`src/rtl/mmio_uart_tx.sv`:
```
// mmio_uart_tx
//   Memory-mapped UART transmitter sitting on the CPU memory bus next to main
//   memory. Two word registers at BASE_ADDR:
//     BASE_ADDR + 0 : DATA   (write pushes a byte into the TX FIFO, reads 0)
//     BASE_ADDR + 4 : STATUS (bit2 full, bit3 empty, bit4 busy, bit5 ovf;
//                             writing 1 to bit5 clears ovf)
//   Bytes are buffered in a 2^FIFO_AW deep FIFO and serialised LSB first on
//   tx as 8N1 frames. Consecutive frames follow each other with no idle gap.
//   Compile-time option: define UART_TX_PARITY_EN to insert an even parity
//   bit between the data bits and the stop bit (8E1 framing).
module mmio_uart_tx #(
  parameter logic [31:0] BASE_ADDR    = 32'h1000_0000,
  parameter int unsigned CLKS_PER_BIT = 16,
  parameter int unsigned FIFO_AW      = 3
) (
  input  logic        clk,
  input  logic        rst,
  input  logic [29:0] address,
  input  logic [31:0] memory_in,
  input  logic        write_enable,
  output logic [31:0] memory_out,
  output logic        read_capable,
  output logic        write_capable,
  output logic        tx
);

  localparam int unsigned DEPTH = 1 << FIFO_AW;
  localparam int unsigned CNT_W = (CLKS_PER_BIT > 2) ? $clog2(CLKS_PER_BIT) : 1;
  localparam logic [CNT_W-1:0] CNT_LAST = CNT_W'(CLKS_PER_BIT - 1);

  // Word addresses of the two registers.
  localparam logic [29:0] DATA_WADDR = BASE_ADDR[31:2];
  localparam logic [29:0] STAT_WADDR = BASE_ADDR[31:2] + 30'd1;

`ifdef UART_TX_PARITY_EN
  typedef enum logic [2:0] {S_IDLE, S_START, S_DATA, S_PARITY, S_STOP} state_e;
`else
  typedef enum logic [1:0] {S_IDLE, S_START, S_DATA, S_STOP} state_e;
`endif

  // ---------------------------------------------------------------------------
  // Bus decode
  // ---------------------------------------------------------------------------
  logic hit_data;
  logic hit_stat;
  logic data_wr;
  logic stat_wr;

  assign hit_data      = (address == DATA_WADDR);
  assign hit_stat      = (address == STAT_WADDR);
  assign data_wr       = hit_data & write_enable;
  assign stat_wr       = hit_stat & write_enable;
  assign read_capable  = hit_data | hit_stat;
  assign write_capable = hit_data | hit_stat;

  // Only the low byte and the ovf-clear bit of the write data matter.
  logic unused_wdata;
  assign unused_wdata = &{1'b0, memory_in[31:8]};

  // ---------------------------------------------------------------------------
  // TX FIFO
  // ---------------------------------------------------------------------------
  logic [FIFO_AW:0] wr_ptr_q, wr_ptr_d;
  logic [FIFO_AW:0] rd_ptr_q, rd_ptr_d;
  logic [7:0]       fifo_mem [DEPTH];
  logic [7:0]       head;
  logic             full;
  logic             empty;
  logic             push;
  logic             pop;

  // Extra MSB on each pointer distinguishes full from empty.
  assign full  = (wr_ptr_q[FIFO_AW] != rd_ptr_q[FIFO_AW]) &&
                 (wr_ptr_q[FIFO_AW-1:0] == rd_ptr_q[FIFO_AW-1:0]);
  assign empty = (wr_ptr_q == rd_ptr_q);
  // full is the pre-edge value, so a same-cycle pop never makes room.
  assign push  = data_wr & ~full;
  assign head  = fifo_mem[rd_ptr_q[FIFO_AW-1:0]];

  // Pointer next-state: advance on push/pop, wrap through the extra MSB.
  always_comb begin
    // NOTE: every always_comb output gets a default first so no path leaves it
    // unassigned, which would otherwise infer a latch.
    wr_ptr_d = wr_ptr_q;
    rd_ptr_d = rd_ptr_q;
    if (push) wr_ptr_d = wr_ptr_q + 1'b1;
    if (pop)  rd_ptr_d = rd_ptr_q + 1'b1;
  end

  // Pointer registers; reset empties the FIFO.
  always_ff @(posedge clk or negedge rst) begin
    // NOTE: state registers use non-blocking assignments so every flop samples
    // the pre-edge values regardless of block ordering.
    if (!rst) begin
      wr_ptr_q <= '0;
      rd_ptr_q <= '0;
    end else begin
      wr_ptr_q <= wr_ptr_d;
      rd_ptr_q <= rd_ptr_d;
    end
  end

  // FIFO storage write port.
  always_ff @(posedge clk) begin
    // NOTE: storage has no reset; equal pointers mark it empty, so stale
    // contents are never observed and the array can map to plain RAM.
    if (push) fifo_mem[wr_ptr_q[FIFO_AW-1:0]] <= memory_in[7:0];
  end

  // ---------------------------------------------------------------------------
  // Overflow flag
  // ---------------------------------------------------------------------------
  logic ovf_q, ovf_d;

  // Sticky overflow: set by a DATA write into a full FIFO, cleared by software.
  always_comb begin
    ovf_d = ovf_q;
    if (data_wr && full)              ovf_d = 1'b1;
    else if (stat_wr && memory_in[5]) ovf_d = 1'b0;
  end

  // Overflow flag register.
  always_ff @(posedge clk or negedge rst) begin
    if (!rst) ovf_q <= 1'b0;
    else      ovf_q <= ovf_d;
  end

  // ---------------------------------------------------------------------------
  // Transmit FSM
  // ---------------------------------------------------------------------------
  state_e           state_q, state_d;
  logic [CNT_W-1:0] cnt_q, cnt_d;
  logic [2:0]       idx_q, idx_d;
  logic [7:0]       shift_q, shift_d;
  logic             tx_q, tx_d;
  logic             last_tick;
  logic             load;
  logic             busy;
`ifdef UART_TX_PARITY_EN
  logic             parity_q, parity_d;
`endif

  assign last_tick = (cnt_q == CNT_LAST);
  assign busy      = (state_q != S_IDLE);
  assign tx        = tx_q;

  // Next-state logic; tx_d is the line level for the cycle after the edge,
  // which keeps tx a clean registered output.
  always_comb begin
    state_d = state_q;
    cnt_d   = cnt_q;
    idx_d   = idx_q;
    shift_d = shift_q;
    tx_d    = tx_q;
    load    = 1'b0;
    pop     = 1'b0;
`ifdef UART_TX_PARITY_EN
    parity_d = parity_q;
`endif

    unique case (state_q)
      S_IDLE: begin
        tx_d = 1'b1;
        if (!empty) load = 1'b1;
      end

      S_START: begin
        if (last_tick) begin
          state_d = S_DATA;
          cnt_d   = '0;
          idx_d   = 3'd0;
          tx_d    = shift_q[0];
        end else begin
          cnt_d = cnt_q + CNT_W'(1);
        end
      end

      S_DATA: begin
        if (last_tick) begin
          cnt_d   = '0;
          shift_d = shift_q >> 1;
          if (idx_q == 3'd7) begin
`ifdef UART_TX_PARITY_EN
            state_d = S_PARITY;
            tx_d    = parity_q;
`else
            state_d = S_STOP;
            tx_d    = 1'b1;
`endif
          end else begin
            idx_d = idx_q + 3'd1;
            tx_d  = shift_q[1];
          end
        end else begin
          cnt_d = cnt_q + CNT_W'(1);
        end
      end

`ifdef UART_TX_PARITY_EN
      S_PARITY: begin
        if (last_tick) begin
          state_d = S_STOP;
          cnt_d   = '0;
          tx_d    = 1'b1;
        end else begin
          cnt_d = cnt_q + CNT_W'(1);
        end
      end
`endif

      S_STOP: begin
        if (last_tick) begin
          cnt_d = '0;
          if (!empty) begin
            // Next byte already waiting: straight into its start bit.
            load = 1'b1;
          end else begin
            state_d = S_IDLE;
            tx_d    = 1'b1;
          end
        end else begin
          cnt_d = cnt_q + CNT_W'(1);
        end
      end

      default: begin
        state_d = S_IDLE;
        cnt_d   = '0;
        tx_d    = 1'b1;
      end
    endcase

    // Frame start: pop the FIFO head into the shift register.
    if (load) begin
      pop     = 1'b1;
      shift_d = head;
      cnt_d   = '0;
      state_d = S_START;
      tx_d    = 1'b0;
`ifdef UART_TX_PARITY_EN
      parity_d = ^head;
`endif
    end
  end

  // FSM registers; reset abandons any frame and forces the line idle high.
  always_ff @(posedge clk or negedge rst) begin
    if (!rst) begin
      state_q <= S_IDLE;
      cnt_q   <= '0;
      idx_q   <= 3'd0;
      shift_q <= 8'd0;
      tx_q    <= 1'b1;
`ifdef UART_TX_PARITY_EN
      parity_q <= 1'b0;
`endif
    end else begin
      state_q <= state_d;
      cnt_q   <= cnt_d;
      idx_q   <= idx_d;
      shift_q <= shift_d;
      tx_q    <= tx_d;
`ifdef UART_TX_PARITY_EN
      parity_q <= parity_d;
`endif
    end
  end

  // ---------------------------------------------------------------------------
  // Read mux (combinational, no side effects)
  // ---------------------------------------------------------------------------
  always_comb begin
    memory_out = 32'd0;
    if (hit_stat) memory_out = {26'd0, ovf_q, busy, empty, full, 2'd0};
  end

endmodule

```
`config.mk`:
```
export PLATFORM = sky130hd
export DESIGN_NAME = mmio_uart_tx
export DESIGN_NICKNAME = d
export VERILOG_FILES = /design/src/rtl/mmio_uart_tx.sv
export SDC_FILE = /design/constraint.sdc
export NUM_CORES = 1
export LEC_CHECK = 0
export BUFFER_PORTS_ARGS = -buffer_cell sky130_fd_sc_hd__buf_2
export CAP_MARGIN = 20
export CORE_ASPECT_RATIO = 1.5
export CORE_UTILIZATION = 35
export DETAILED_ROUTE_END_ITERATION = 10
export HOLD_SLACK_MARGIN = 0.1
export RECOVER_POWER = 25
export SLEW_MARGIN = 30
export SYNTH_ARGS = -nofsm -noshare
export SYNTH_HDL_FRONTEND = slang
export SYNTH_SLANG_ARGS = --single-unit
```
`constraint.sdc`:
```
create_clock -name clk -period 5.6 [get_ports clk]
set_input_delay 1.4 -clock clk [delete_from_list [all_inputs] [get_ports clk]]
set_output_delay 1.4 -clock clk [all_outputs]
set_load 0.02 [all_outputs]
```
==> out/qor.txt <==
CP cell instances -> buf_2, nor4_4, and4_2, nand3_1, nor2b_1, buf_2
Seq/Total Area, Yosys -> 0.591
Critical Path Source Type -> input port
Sw Share -> 0.189
placed instance area -> 4700 sq um
Reg-to-Reg Start -> rd_ptr_q[1]
Synth Area in Simple Gates -> 0.101
ys flop type -> edfxtp_1
Final Setup Violations -> 0
hold path start -> wr_ptr_q[3]
Data required, critical path -> 4.20 ns
H-Tree Depth -> 3
fraction of layout cells with a size suffix above 1 -> 0.273
Routed wire per std cell -> 15.8 microns
synth cell count leaders -> edfxtp_1 (64), buf_4 (30), dfrtp_1 (26)
Pwr per Cell Area -> 296 nW/um^2
Post-synth ARST share -> 0.297
hold violation count in the final report -> 0
starting DRC count in detailed routing -> 162
GRT Util Overall -> 0.132
CP Capture Type -> primary output
outcome -> completed
HPWL after DPL -> 5410 microns
XOR/XNOR share of the synthesized area -> 0.0219
Die Y -> 139 microns
Post-Route Setup TNS -> 0 ns
CTS tree -> done
routed wl met3 -> 257 microns
Sink Count -> 91
initial core utilization -> 0.362
vias in the first global route -> 2484
ANT cells -> 0
max-slew violations -> 0
slowest stage cell, crit path -> nor4_4
WL met1 -> 3100 microns
Num CTS Buffers -> 9
Synth Area in Compound Gates -> 0.0396
total core area -> 12100 sq um
Tcrit/Tclk final -> 0.713
post-synthesis mux area share -> 0.145
via/cell ratio -> 5.01
boundary pin count -> 100
Mapped Cells -> 297
critical path launch point -> address[7]
number of synthesized register bits -> 91
global-route wire length before repair -> 12700 microns
Die W -> 93.5 microns
Sequential Power Share -> 0.482
Max Fclk -> 250 MHz
largest net degree at the start of global routing -> 28
largest family of logic cells by synthesized area -> multiplexers
Post-CTS Hold Fix Bufs -> 0
Detail Route Antenna Nets -> 0
Post-Syn Area per Cell -> 14.8 sq um
post-CTS setup buffers -> 0
gr ovfl total -> 0
drc violations -> 0
Synth area leaders -> edfxtp_1 (44%), dfrtp_1 (15%), mux4_2 (8.2%)
Tmin final -> 3.99 ns
most common cell in the netlist -> edfxtp_1
Crit path top cell by count -> buf_2
area delta synth->final -> 15.1%
clock share of power -> 0.487
Lkg Pwr -> 0.00193 uW
Int Power -> 1210 uW
Critical Path Max Stage Delay -> 0.31 ns
number of synthesis warnings -> 0
Clk Latency, worst-skew pair -> 0.34 ns
worst min path class -> reg2reg
Worst path top cell family by delay -> simple AND/OR/NAND/NOR gates
initial antenna violation count -> 0
clk buf depth -> 2
clock slew at reported path FFs -> 0.07 ns
Root Driver -> clkbuf_16
maxcap violations -> 0
length of routed met2 wiring -> 4380 microns
Switch Pwr -> 282 uW
Buf/Inv on CP -> 2
crit-path max FO -> 3
combinational fraction of design power -> 0.031
WL final -> 7960 microns
Synth cell types -> 46
CTS resizes -> 0
RD Place Congestion -> 0.740
Post-synth EDFFs -> 64
Adder-Cell Fraction of Synth Area -> 0.0256
peak supply drop -> 0.267 mV
Final #Nets -> 421
post-route design area -> 5060 sq um
leading area contributor after synthesis -> edfxtp_1
DR vias -> 2531
DIE AREA -> 13000 sq um
Rel. slew slack -> 0.408
row cnt -> 49
Worst EP arrival -> 2.59 ns
Yosys top cell area share -> 0.437
crit path kind -> in2out
input/output buffers -> 47
TritonRoute pass-1 iters -> 6
Worst Max-Slew Pin Slew -> 0.887 ns
Mapped Area -> 4400 sq um
clk_skew -> 0.00566 ns
max layer used -> met4
RSZ-0062 raised after global routing -> no
-- layer usage --
metal / vias up / track usage
met3: 20 / 0.0317
li1: 1187 / -
met1: 1247 / 0.142
met4: 0 / 0.0640
met2: 77 / 0.236
met5: - / 0
-- cell usage in the layout, fill, tap and decap left out, types with 8 or more instances in the layout --
cell / instances
edfxtp_1: 64
buf_2: 41
conb_1: 28
dfrtp_1: 26
mux2i_1: 24
mux4_2: 16
ha_1: 9
clkbuf_16: 9
buf_4: 9
nor4_1: 8
nor2_1: 8
inv_1: 8
-- flip-flops by register name (all words and copies together), names as in the netlist --
signal and cells:
cnt_q 4, fifo_mem 64, idx_q 3, ovf_q 1, rd_ptr_q 4, shift_q 8, state_q 2, tx 1
wr_ptr_q 4
-- logic make-up (layout without fill, tap and decap cells) --
family,after synthesis,count (layout)
DFF,91,91
AOI/OAI and AO/OA,25,25
muxes,43,43
and+or+nand+nor,65,65
other,1,28
buffers and inverters,52,80
adders and majority gates,9,9
xor gates and xnor gates,11,11
-- through the flow --
step / setup WS (ns) / std cells / util / hold WS, ns / total power, uW
floorplan: 1.66 / 324 / - / 0.462 / 771
finish: 1.61 / 505 / 0.417 / 0.497 / 1500
global placement: 1.62 / 489 / 0.387 / 0.480 / 781
detailed placement: 1.59 / 489 / 0.387 / 0.484 / 783
CTS: 1.59 / 505 / 0.417 / 0.498 / 1510
global route: 1.50 / 505 / 0.417 / 0.521 / 1540
-- worst paths after layout --
kind                             endpoint  slack, ns  depth (start not counted)
hold / removal                wr_ptr_q[3]       0.50                          1
hold reg to reg               wr_ptr_q[3]       0.50                          1
setup / recovery            memory_out[3]       1.61                          6
max in group asynchronous        cnt_q[3]       4.11                          1
min in group asynchronous      state_q[1]       1.07                          1
setup reg to reg           fifo_mem[3][0]       2.51                          4
-- power groups by stage --
stage / logic (uW) / registers (uW) / clock network [uW]
6_report: 46.1 / 722 / 728
5_1_grt: 51.6 / 721 / 766
4_1_cts: 47.2 / 721 / 743
3_5_place_dp: 47.1 / 735 / 0
3_3_place_gp: 46.0 / 735 / 0
2_1_floorplan: 35.0 / 736 / 0
-- final cells by class --
cell class              count  area [sq um]
well taps                 153           191
multi-input cells         181          1580
clock buffers               9           225
inverters                   8          30.0
flip-flops and latches     91          2600
fillers                  1135          7080
clock inverters             7           140
repair buffers             56           295
Power figures use the tool's default switching activity.
